===== config.mk =====
export PLATFORM = sky130hd
export DESIGN_NAME = stopwatch_control
export DESIGN_NICKNAME = d
export VERILOG_FILES = /design/src/rtl/stopwatch_pkg.sv /design/src/rtl/button_debounce.sv /design/src/rtl/stopwatch_control.sv
export SDC_FILE = /design/constraint.sdc
export NUM_CORES = 1
export LEC_CHECK = 0
export CORE_MARGIN = 5
export CORE_UTILIZATION = 55
export CTS_BUF_LIST = sky130_fd_sc_hd__clkbuf_8
export CTS_CLUSTER_DIAMETER = 30
export CTS_CLUSTER_SIZE = 20
export DETAILED_ROUTE_END_ITERATION = 10
export DONT_BUFFER_PORTS = 1
export HOLD_SLACK_MARGIN = 0.03
export MAX_ROUTING_LAYER = met4
export PLACE_DENSITY_LB_ADDON = 0.1
export REMOVE_ABC_BUFFERS = 1
export SETUP_SLACK_MARGIN = 0.3
export SLEW_MARGIN = 20
export SYNTH_ARGS = -nofsm -noshare
export SYNTH_HDL_FRONTEND = slang
export SYNTH_SLANG_ARGS = --single-unit

===== constraint.sdc =====
create_clock -name clkIn -period 2.5 [get_ports clkIn]
set_input_delay 0.625 -clock clkIn [delete_from_list [all_inputs] [get_ports clkIn]]
set_output_delay 0.625 -clock clkIn [all_outputs]
set_load 0.02 [all_outputs]

===== src/rtl/stopwatch_pkg.sv =====
// Shared stopwatch types: FSM state encoding and the BCD digit packing that is
// also used by the display driver.
package stopwatch_pkg;

  localparam int STATE_W    = 3;
  localparam int BCD_DIGITS = 8;
  localparam int BCD_W      = 4 * BCD_DIGITS;

  typedef enum logic [STATE_W-1:0] {
    IDLE    = 3'd0,
    RUNNING = 3'd1,
    LAP     = 3'd2,
    PAUSED  = 3'd3,
    CLEAR   = 3'd4
  } swState_e;

  // Most significant nibble first, matching liveBcdIn / displayBcdOut.
  typedef struct packed {
    logic [3:0] hourOne;
    logic [3:0] minuteTen;
    logic [3:0] minuteOne;
    logic [3:0] secondTen;
    logic [3:0] secondOne;
    logic [3:0] milliHundred;
    logic [3:0] milliTen;
    logic [3:0] milliOne;
  } bcdDigits_t;

endpackage


===== src/rtl/button_debounce.sv =====
// Synchronises a raw button, accepts a level only after it has been stable for
// DEBOUNCE_CYCLES clocks, and emits a one-cycle registered pulse on press.
module button_debounce #(
  parameter int DEBOUNCE_CYCLES = 1000000
) (
  input  logic clkIn,
  input  logic rstNIn,
  input  logic btnIn,
  output logic levelOut,
  output logic pressOut
);

  localparam int CNT_W = (DEBOUNCE_CYCLES > 1) ? $clog2(DEBOUNCE_CYCLES) : 1;
  localparam logic [CNT_W-1:0] CNT_LAST = CNT_W'(DEBOUNCE_CYCLES - 1);

  logic             sync1;
  logic             sync2;
  logic             stable;
  logic             stableD;
  logic [CNT_W-1:0] cnt;

  always_ff @(posedge clkIn or negedge rstNIn) begin
    if (!rstNIn) begin
      sync1    <= 1'b0;
      sync2    <= 1'b0;
      stable   <= 1'b0;
      stableD  <= 1'b0;
      cnt      <= '0;
      pressOut <= 1'b0;
    end else begin
      sync1    <= btnIn;
      sync2    <= sync1;
      stableD  <= stable;
      pressOut <= stable & ~stableD;
      // Any cycle where the synced level agrees with stable restarts the count.
      if (sync2 != stable) begin
        if (cnt == CNT_LAST) begin
          stable <= sync2;
          cnt    <= '0;
        end else begin
          cnt <= cnt + 1'b1;
        end
      end else begin
        cnt <= '0;
      end
    end
  end

  assign levelOut = stable;

endmodule


===== src/rtl/stopwatch_control.sv =====
// Front-panel controller: debounced start/stop and lap/reset buttons drive a
// run/pause/lap/clear FSM that sequences the counter and latches the display.
module stopwatch_control
  import stopwatch_pkg::*;
#(
  parameter int DEBOUNCE_CYCLES = 1000000
) (
  input  logic                clkIn,
  input  logic                rstNIn,
  input  logic                startStopBtnIn,
  input  logic                lapResetBtnIn,
  input  logic [BCD_W-1:0]    liveBcdIn,
  output logic                enCounterOut,
  output logic                clrCounterOut,
  output logic                lapHoldOut,
  output logic [BCD_W-1:0]    displayBcdOut,
  output logic [STATE_W-1:0]  stateOut
);

  swState_e state;
  swState_e nextState;
  logic     startStopPress;
  logic     lapResetPress;
  logic     unusedStartStopLevel;
  logic     unusedLapResetLevel;

  button_debounce #(.DEBOUNCE_CYCLES(DEBOUNCE_CYCLES)) uStartStop (
    .clkIn    (clkIn),
    .rstNIn   (rstNIn),
    .btnIn    (startStopBtnIn),
    .levelOut (unusedStartStopLevel),
    .pressOut (startStopPress)
  );

  button_debounce #(.DEBOUNCE_CYCLES(DEBOUNCE_CYCLES)) uLapReset (
    .clkIn    (clkIn),
    .rstNIn   (rstNIn),
    .btnIn    (lapResetBtnIn),
    .levelOut (unusedLapResetLevel),
    .pressOut (lapResetPress)
  );

  always_ff @(posedge clkIn or negedge rstNIn) begin
    if (!rstNIn) begin
      state <= IDLE;
    end else begin
      state <= nextState;
    end
  end

  // startStop is tested first in every state so it wins a same-cycle tie.
  always_comb begin
    nextState = state;
    case (state)
      IDLE:    if (startStopPress) nextState = RUNNING;
      RUNNING: if (startStopPress) nextState = PAUSED;
               else if (lapResetPress) nextState = LAP;
      LAP:     if (startStopPress) nextState = PAUSED;
               else if (lapResetPress) nextState = RUNNING;
      PAUSED:  if (startStopPress) nextState = RUNNING;
               else if (lapResetPress) nextState = CLEAR;
      CLEAR:   nextState = IDLE;
      default: nextState = IDLE;
    endcase
  end

  always_comb begin
    enCounterOut  = (state == RUNNING) || (state == LAP);
    clrCounterOut = (state == CLEAR);
    lapHoldOut    = (state == LAP);
    stateOut      = state;
  end

  always_ff @(posedge clkIn or negedge rstNIn) begin
    if (!rstNIn) begin
      displayBcdOut <= '0;
    end else if (state == CLEAR) begin
      displayBcdOut <= '0;
    end else if (state != LAP) begin
      displayBcdOut <= liveBcdIn;
    end
  end

endmodule


==> metrics.cfg, run 1 <==
[final_layout]
finalNonFillerCells = 469
design_area_um2 = 4040
multi_input_area_um2 = 1520
fill_cells = 574
regArea_um2 = 2130
n_antenna_cell = 0
finalNetCount = 423
layout-drive-gt1-share_pct = 10.0
area_delta_synth_final_pct = 7.97

[sta]
setup_violations = 0
relSlewSlack_pct = 59.1
fin_worst_skew_ps = 11.1
min_period_ps = 2140
worstMarginPinSlew_ps = 611
slew_violations = 0
fin_crit_sh_pct = 85.6
fmaxAchievable_mhz = 467
finalHoldViolations = 85
whs_ps = -47.6
grt_setup_unrepaired = false

[global_route]
grt_pass1_vias = 2653
grt_pass1_wl_um = 12600
grt_max_degree = 86
antenna_found_initial = 0
grt_usage_pct = 19.1
grt_overflow = 0

[placed_design]
portBuffers = 0
hpwl_um = 5030
placed_cell_area_um2 = 3830
dp_cells = 451
gp_congestion = 0.804

[setup_path]
crit_chain = or4_1 > or4_4 > or2_4 > mux2_4
cp_data_arrival_time_ps = 2390
endpoint = uLapReset.levelOut
critPathKind = register to register
critPathLaunchType = register
rrSetupSlack_ps = 360
critPathMaxStageDelay_ps = 570
critical_path_depth = 4
cp_top_family = simple AND/OR/NAND/NOR gates
startpoint = uLapReset.cnt[12]
slowest_stage = or4_4
worst-path-buf-inv = 0
worst_setup_path_end_kind = register
reg2regPathDepth = 4
rr_endpoint = uLapReset.levelOut
r2r-start = uLapReset.cnt[12]
crit_required_ps = 2750
path_max_fanout = 4

[floorplanning]
dieWidth_um = 92.4
rows = 30
die_h_um = 92.4
initial_core_util_pct = 55.6
ioPinCount = 74
dieArea_um2 = 8540
core_area_um2 = 6720

[status]
outcome = complete, but fails checks
violations = hold timing

[yosys]
syn_area_um2 = 3740
synth_area_leader_cell = dfrtp_1
syn_area_per_cell_um2 = 9.84
synthCells = 380
synth.most_common_cell = dfrtp_1
ys_seq_area_share_pct = 56.9
synth_warnings = 0
yosysTopAreaCellShare_pct = 56.9
yosysUniqueCellTypes = 38
async_reset_ff_share_pct = 100
ys.flop_type = dfrtp_1
netlist_top_cells_count = dfrtp_1, nand2_1, a21oi_1, nor2_1, nand3_1
synth-edff-count = 0
yosys-top-cells-area = dfrtp_1, nand2_1, a21oi_1
synth_seq_cells = 85

[power]
p_per_area_nw_per_um2 = 596
ir_drop_v = 0.000292
finalPower_w = 0.00241
power_leakage_nw = 1.73

[drt]
drcViolationCount = 0
post_drt_wl_per_cell_um = 15.8
ant_nets = 0
first_pass_iters = 4
num_vias = 2692
vias_per_cell = 5.74
drt-initial-drc-count = 107
routed_wl_um = 7400

[clock_tree]
cts_sinks = 85
clock_latency_ps = 360
clkTransAtPathRegs_ps = 90
ctsLongestPathBuffers = 2
cts_buffers = 9
cts_tree = done
cts_max_level = 3
cts-root-buf = clkbuf_8

[hold_path]
min_path_type = input pin to async pin

[flow_run]
cap_violations = 0

[final cells by class]
class | instances | area share (%)
well taps | 80 | 2.48
clock inverters | 6 | 1.18
clock buffers | 9 | 3.07
flip-flops and latches | 85 | 52.7
multi-input cells | 271 | 37.6
inverters | 8 | 0.744
repair buffers | 10 | 2.17
[per-layer routing]
layer,part of all wire (%),wire [um],vias up,GRT usage (%)
met5,0,0,-,-
met4,1.3,99,0,7.92
met3,6.8,507,8,4.71
met2,47,3480,75,28.7
met1,45,3320,1308,24.9
li1,-,-,1301,-
[where the power goes]
part | switching, W | internal [W]
Sequential | 0.0000623 | 0.00141
Combinational | 0.0000312 | 0.0000322
Clock | 0.000508 | 0.000362
[placed cells by master (no fill, tap or decap), types with 2 or more instances in the layout]
cell         n
or4_1        9
nor2_1      33
nand4_1      9
or2_2        2
nor3_1       6
nor4_1       4
xnor2_1     13
clkinvlp_4   4
clkbuf_8     9
ha_1         2
o31ai_1      7
buf_4        9
nand2b_1     2
and3_1       5
nand3b_1     2
nor2b_1      2
a21oi_1     44
and3_2       2
or3_1        4
dfrtp_1     84
o21ai_0      6
inv_6        2
inv_1        7
nand2_1     74
xor2_1      15
nand3_1     16
and4_1       2
[how the worst min path moves through the flow]
stage | to | cells past startpoint | from | slack [ps]
2_1_floorplan | displayBcdOut[0] | 0 | rstNIn | 330
3_3_place_gp | displayBcdOut[16] | 0 | rstNIn | 330
3_5_place_dp | displayBcdOut[16] | 0 | rstNIn | 330
4_1_cts | displayBcdOut[16] | 0 | rstNIn | -70
5_1_grt | displayBcdOut[16] | 0 | rstNIn | -80
6_report | displayBcdOut[16] | 0 | rstNIn | -50
[logic make-up after synthesis]
| family | Yosys count | share of synthesized area (%) |
|---|---|---|
| DFF | 85 | 56.9 |
| AOI/OAI and AO/OA | 59 | 9.11 |
| buffers and inverters | 24 | 2.61 |
| adders and majority gates | 2 | 0.669 |
| and+or+nand+nor | 179 | 23.2 |
| xor gates and xnor gates | 28 | 6.56 |
| muxes | 3 | 0.971 |
[registers in the layout, indices dropped and copies added (netlist names)]
register / count
displayBcdOut: 32
stateOut: 3
uLapReset.cnt: 20
uLapReset.levelOut: 1
uLapReset.pressOut: 1
uLapReset.stableD: 1
uLapReset.sync1: 1
uLapReset.sync2: 1
uStartStop.cnt: 20
uStartStop.levelOut: 1
uStartStop.pressOut: 1
uStartStop.stableD: 1
uStartStop.sync1: 1
uStartStop.sync2: 1
[per-stage QoR]
step	hold slack [ps]	util [%]	setup slack (ps)	setup TNS, ps
4_1_cts	-65.1	60.0	330	0
6_report	-47.6	60.1	360	0
3_5_place_dp	331	57.0	285	0
5_1_grt	-80.6	60.1	304	0
3_3_place_gp	331	57.0	355	0
2_1_floorplan	329	-	-868	-17460
[timing repair]
item                                    4_1_cts  5_1_grt
endpoints found under the hold margin        85       85
resized for setup                             0        2
setup buffers                                 3        0
gates cloned                                  0        0
endpoints found under the setup margin        1        1
pin swaps                                     1        0
No activity file was read; power rests on OpenSTA's default activity.
==> run 2: changes to the inputs <==
CORE_UTILIZATION = 65   (was 55)
==> run 2 against run 1 <==
The run still ends with hold timing left. Wire length is 0.38% higher. Sequential power hardly changed. Sequential share of layout area is 0.90 points lower. Core utilization is 14 points higher. Global-route usage is 2.4 points higher. Total power is 13% higher. Count of clock-buffer cells in the layout is 1 higher. Hold slack better by 11 ps. Die area is 14% lower. Via count is 1.2% higher. Critical path type unchanged. Non-clock buffer count is 2 lower. First-iteration DRC count is 1.9% lower.
==> metrics.cfg, run 2 (synthesized netlist as in run 1, its figures left out) <==
[clock_tree]
clkTransAtPathRegs_ps = 90  ; about the same
ctsLongestPathBuffers = 2  ; unchanged
cts_max_level = 3  ; unchanged
cts_tree = done  ; unchanged
cts-root-buf = clkbuf_8  ; unchanged
clock_latency_ps = 350  ; was 360 ps
cts_buffers = 9  ; unchanged
cts_sinks = 85  ; unchanged

[placed_design]
portBuffers = 0  ; unchanged
gp_congestion = 0.831  ; was 0.804
dp_cells = 441  ; was 451
pre_cts_ws_ps = 325  ; was 285 ps
hpwl_um = 5000  ; was 5030 um

[sta]
fmaxAchievable_mhz = 463  ; was 467 MHz
slew_violations = 0  ; unchanged
worstMarginPinSlew_ps = 413  ; was 611 ps
relSlewSlack_pct = 72.2  ; was 59.1%
fin_worst_skew_ps = 10.3  ; was 11.1 ps
grt_setup_unrepaired = false  ; unchanged
fin_crit_sh_pct = 86.3  ; was 85.6%
finalHoldViolations = 85  ; unchanged
min_period_ps = 2160  ; was 2140 ps
fin_ws_ps = 342  ; was 360 ps
whs_ps = -36.9  ; was -47.6 ps
setup_violations = 0  ; unchanged

[setup_path]
rr_endpoint = uLapReset.levelOut  ; unchanged
critPathKind = register to register  ; unchanged
crit_required_ps = 2740  ; was 2750 ps
cp_data_arrival_time_ps = 2400  ; was 2390 ps
critPathLaunchType = register  ; unchanged
rrSetupSlack_ps = 340  ; was 360 ps
worst_setup_path_end_kind = register  ; unchanged
r2r-start = uLapReset.cnt[12]  ; unchanged
reg2regPathDepth = 4  ; unchanged
path_max_fanout = 4  ; unchanged

[floorplanning]
die_h_um = 85.8  ; was 92.4 um
dieWidth_um = 85.8  ; was 92.4 um
ioPinCount = 74  ; unchanged
rows = 27  ; was 30
dieArea_um2 = 7370  ; was 8540 um^2
initial_core_util_pct = 67.5  ; was 55.6%
core_area_um2 = 5540  ; was 6720 um^2

[drt]
ant_nets = 0  ; unchanged
num_vias = 2725  ; was 2,692
drt-initial-drc-count = 105  ; was 107
vias_per_cell = 5.92  ; was 5.74
drcViolationCount = 0  ; unchanged
first_pass_iters = 4  ; unchanged
routed_wl_um = 7430  ; was 7400 um
post_drt_wl_per_cell_um = 16.2  ; was 15.8 um

[global_route]
antenna_found_initial = 0  ; unchanged
busiest_layer = met2  ; unchanged
use_met2_pct = 32.3  ; was 28.7%
grt_overflow = 0  ; unchanged
grt_usage_pct = 21.5  ; was 19.1%
met3_usage_pct = 6.72  ; was 4.71%
gr-usage-met1_pct = 27.7  ; was 24.9%
grt_pass1_wl_um = 12200  ; was 12,600 um
grt_max_degree = 86  ; unchanged
grt_pass1_vias = 2579  ; was 2,653

[status]
outcome = complete, but fails checks  ; unchanged
violations = hold timing  ; unchanged

[final_layout]
fill_cells = 397  ; was 574
finalNonFillerCells = 460  ; was 469
finalNetCount = 421  ; was 423
max_flop_register = displayBcdOut  ; unchanged
layout-drive-gt1-share_pct = 9.54  ; was 10.0%
layout_commonest_cell = dfrtp_1  ; unchanged
largest_reg_flops = 32  ; unchanged
final_cell_mix = dfrtp_1, nand2_1, a21oi_1, nor2_1, nand3_1  ; unchanged
area_delta_synth_final_pct = 9.78  ; was 7.97%
n_antenna_cell = 0  ; unchanged
largest_registers = displayBcdOut: 32 flops, uLapReset.cnt: 20 flops, uStartStop.cnt: 20 flops  ; unchanged

[hold_path]
min_path_type = input pin to async pin  ; unchanged

[power]
ir_drop_v = 0.000560  ; was 0.000292 V
power_leakage_nw = 1.77  ; was 1.73 nW
p_per_area_nw_per_um2 = 660  ; was 596 nW/um^2

[flow_run]
cap_violations = 0  ; unchanged

-- run 2: worst max path at each step --
stage	startpoint	to	slack (ps)	cells after the start
2_1_floorplan	stateOut[1]	clrCounterOut	-870	1
3_3_place_gp	uLapReset.cnt[13]	uLapReset.cnt[4]	370	4
3_5_place_dp	uLapReset.cnt[13]	uLapReset.cnt[10]	330	4
4_1_cts	uLapReset.cnt[13]	uLapReset.levelOut	320	4
5_1_grt	uLapReset.cnt[13]	uLapReset.levelOut	300	4
6_report	uLapReset.cnt[12]	uLapReset.levelOut	340	4
-- run 2: area by class of cell --
cell class | count | area [um^2] | share of cell area (%)
flip-flops and latches | 85 | 2130 | 51.8
multi-input cells | 271 | 1520 | 37.1
clock buffers | 10 | 138 | 3.35
clock inverters | 6 | 111 | 2.71
well taps | 72 | 90.1 | 2.20
repair buffers | 8 | 85.1 | 2.07
inverters | 8 | 30.0 | 0.732
-- run 2: what timing repair did --
action,in CTS,in global routing
pin swaps,1,1
hold endpoints to repair,85,85
endpoints found under the setup margin,2,1
buffers inserted,1,2
gates resized for setup,1,1
-- run 2: metal layers --
layer	vias to the layer above	part of all wire, %
met1	1317	43
met5	-	0
li1	1307	-
met2	92	47
met4	0	1.4
met3	9	9.2
-- run 2: where the power goes --
part	internal (W)	total (W)	leakage [nW]	switching, W
sequential	0.00141	0.00147	1.10	0.0000622
clock	0.000691	0.00117	0.128	0.000480
combinational	0.0000315	0.0000633	0.548	0.0000318
-- run 2: metrics by stage --
step	instance area, um^2	setup TNS (ps)	total power [W]	utilization [%]
floorplan	3670	-17460	0.00154	-
global placement	3810	0	0.00156	68.9
detailed placement	3810	0	0.00156	68.9
CTS	4080	0	0.00273	73.7
global route	4100	0	0.00280	74.1
finish	4100	0	0.00271	74.1
-- run 2: critical path: stages (launching register included) --
cell and delay, ps:
dfrtp_1 430, or4_4 530, or4_4 550, or2_4 250
mux2_4 290
==> run 3: changes to the inputs <==
CORE_UTILIZATION = 66   (was 65)
CTS_BUF_LIST = sky130_fd_sc_hd__clkbuf_16   (was sky130_fd_sc_hd__clkbuf_8)
SLEW_MARGIN = not set   (was 20)
clock period = 2.7 ns   (was 2.5 ns; I/O delays follow)
==> run 3 against run 2 <==
The run now ends clean. Clock skew decreased by 2.5 ps. Combinational power increased by 44%. Highest routed layer unchanged. First-iteration DRC count increased by 72%. Setup slack improved by 160 ps. Wire length increased by 4.5%. Sequential share of layout area decreased by 0.89 points. Largest cell class unchanged. Die area decreased by 1.3%. Critical endpoint is now uLapReset.cnt[3]. Design area increased by 1.7%. Register-to-register slack improved by 160 ps. Largest power group unchanged. Maximum frequency decreased by 1.8%. Total power decreased by 3.9%. Clock power about the same.
==> metrics.cfg, run 3 (synthesized netlist as in run 1, its figures left out) <==
[floorplanning]
rows = 27  ; unchanged
die_h_um = 85.3  ; was 85.8 um
initial_core_util_pct = 67.9  ; was 67.5%
dieArea_um2 = 7270  ; was 7370 um^2
dieWidth_um = 85.3  ; was 85.8 um
core_area_um2 = 5510  ; was 5540 um^2
ioPinCount = 74  ; unchanged

[power]
power_frac_clock_pct = 44.0  ; was 43.3%
intPower_w = 0.00198  ; was 0.00213 W
ir_drop_v = 0.000410  ; was 0.000560 V
swShare_pct = 23.9  ; was 21.2%
power_leakage_nw = 1.80  ; was 1.77 nW
finalPower_w = 0.00260  ; was 0.00271 W
p_per_area_nw_per_um2 = 623  ; was 660 nW/um^2
comb_power_share_pct = 3.5  ; was 2.3%
switchingPower_w = 0.000623  ; was 0.000574 W
seqPwrFrac_pct = 52.5  ; was 54.4%

[setup_path]
r2r-start = uLapReset.cnt[12]  ; unchanged
cp_data_arrival_time_ps = 2390  ; was 2400 ps
critPathKind = register to register  ; unchanged
startpoint = uLapReset.cnt[12]  ; unchanged
crit_required_ps = 2890  ; was 2740 ps
worst_setup_path_end_kind = register  ; unchanged
path_max_fanout = 19  ; was 4
critPathLaunchType = register  ; unchanged

[placed_design]
placed_cell_area_um2 = 3810  ; unchanged
gp_congestion = 0.777  ; was 0.831
pre_cts_ws_ps = 478  ; was 325 ps
hpwl_um = 5040  ; was 5000 um
portBuffers = 0  ; unchanged

[clock_tree]
cts_buffers = 9  ; unchanged
ctsLongestPathBuffers = 2  ; unchanged
ctsResizeCount = 0  ; was 1
cts_max_level = 3  ; unchanged
cts-root-buf = clkbuf_16  ; was clkbuf_8
postCtsHoldBufs = 6
cts_sinks = 85  ; unchanged
clock_latency_ps = 330  ; was 350 ps
clkTransAtPathRegs_ps = 60  ; was 90 ps
cts_tree = done  ; unchanged
postCtsSetupRepairBufs = 0  ; was 1

[drt]
vias_per_cell = 6.01  ; was 5.92
drt-initial-drc-count = 181  ; was 105
first_pass_iters = 4  ; unchanged
ant_nets = 0  ; unchanged
num_vias = 2782  ; was 2,725
post_drt_wl_per_cell_um = 16.8  ; was 16.2 um
drcViolationCount = 0  ; unchanged
routed_wl_um = 7760  ; was 7430 um

[global_route]
grt_overflow = 0  ; unchanged
grt_max_degree = 47  ; was 86
antenna_found_initial = 0  ; unchanged
grt_pass1_wl_um = 13100  ; was 12,200 um
grt_pass1_vias = 2636  ; was 2,579
grt_usage_pct = 23.5  ; was 21.5%

[status]
outcome = finished clean  ; was complete, but fails checks

[sta]
tns_ps = 0  ; unchanged
fin_crit_sh_pct = 81.4  ; was 86.3%
min_period_ps = 2200  ; was 2160 ps
fin_ws_ps = 502  ; was 342 ps
finalHoldViolations = 0  ; was 85
setup_violations = 0  ; unchanged
relSlewSlack_pct = 57.1  ; was 72.2%
worstMarginPinSlew_ps = 640  ; was 413 ps
whs_ps = 188  ; was -36.9 ps
fmaxAchievable_mhz = 455  ; was 463 MHz
slew_violations = 0  ; unchanged
grt_setup_unrepaired = false  ; unchanged
fin_worst_skew_ps = 7.83  ; was 10.3 ps

[final_layout]
layout-drive-gt1-share_pct = 8.70  ; was 9.54%
finalNetCount = 424  ; was 421
area_delta_synth_final_pct = 11.7  ; was 9.78%
max_flop_register = displayBcdOut  ; unchanged
design_area_um2 = 4170  ; was 4100 um^2
largest_registers = displayBcdOut: 32 flops, uLapReset.cnt: 20 flops, uStartStop.cnt: 20 flops  ; unchanged
largest_reg_flops = 32  ; unchanged
n_antenna_cell = 0  ; unchanged
layout_commonest_cell = dfrtp_1  ; unchanged
final_cell_mix = dfrtp_1, nand2_1, a21oi_1, nor2_1, nand3_1  ; unchanged

[hold_path]
min_path_type = input pin to async pin  ; unchanged

[flow_run]
cap_violations = 0  ; unchanged

## run 3: worst paths after layout
check                               endpoint  slack, ps  cells past startpoint
setup / recovery            uLapReset.cnt[3]        500                      4
hold / removal             displayBcdOut[26]        190                      1
setup reg to reg            uLapReset.cnt[3]        500                      4
hold reg to reg             uStartStop.sync2        350                      0
max in group asynchronous  uStartStop.cnt[7]       1500                      1
min in group clkIn          uStartStop.sync2        350                      0
## run 3: per-layer routing
| metal | up-vias | track usage (%) | wire length, um |
|---|---|---|---|
| li1 | 1317 | - | - |
| met1 | 1344 | 31.1 | 3390 |
| met2 | 107 | 35.6 | 3610 |
| met3 | 14 | 4.85 | 623 |
| met4 | 0 | 9.21 | 141 |
| met5 | - | - | 0 |
## run 3: metrics by stage
stage,utilization [%],std cells
floorplan,-,364
global placement,69.3,441
detailed placement,69.3,441
CTS,75.8,463
global route,75.8,463
finish,75.8,463
## run 3: power by group through the flow
stage	sequential, W	clock, W	combinational (W)
4_1_cts	0.00137	0.00117	0.0000933
2_1_floorplan	0.00138	0	0.0000422
6_report	0.00137	0.00114	0.0000909
3_5_place_dp	0.00139	0	0.0000558
3_3_place_gp	0.00139	0	0.0000528
5_1_grt	0.00137	0.00124	0.000106
## run 3: final cells by class
| cell class | count | area (um^2) |
|---|---|---|
| Fill cell | 364 | 1330 |
| Tap cell | 72 | 90.1 |
| Sequential cell | 85 | 2130 |
| Clock inverter | 7 | 56.3 |
| Clock buffer | 9 | 225 |
| Timing Repair Buffer | 11 | 128 |
| Inverter | 8 | 30.0 |
| Multi-Input combinational cell | 271 | 1520 |
## run 3: worst max-delay path: stages, from the launching register on
cell and delay (ps):
dfrtp_1 420, or4_1 540, or4_4 570, o21ai_4 430
nor2_1 100
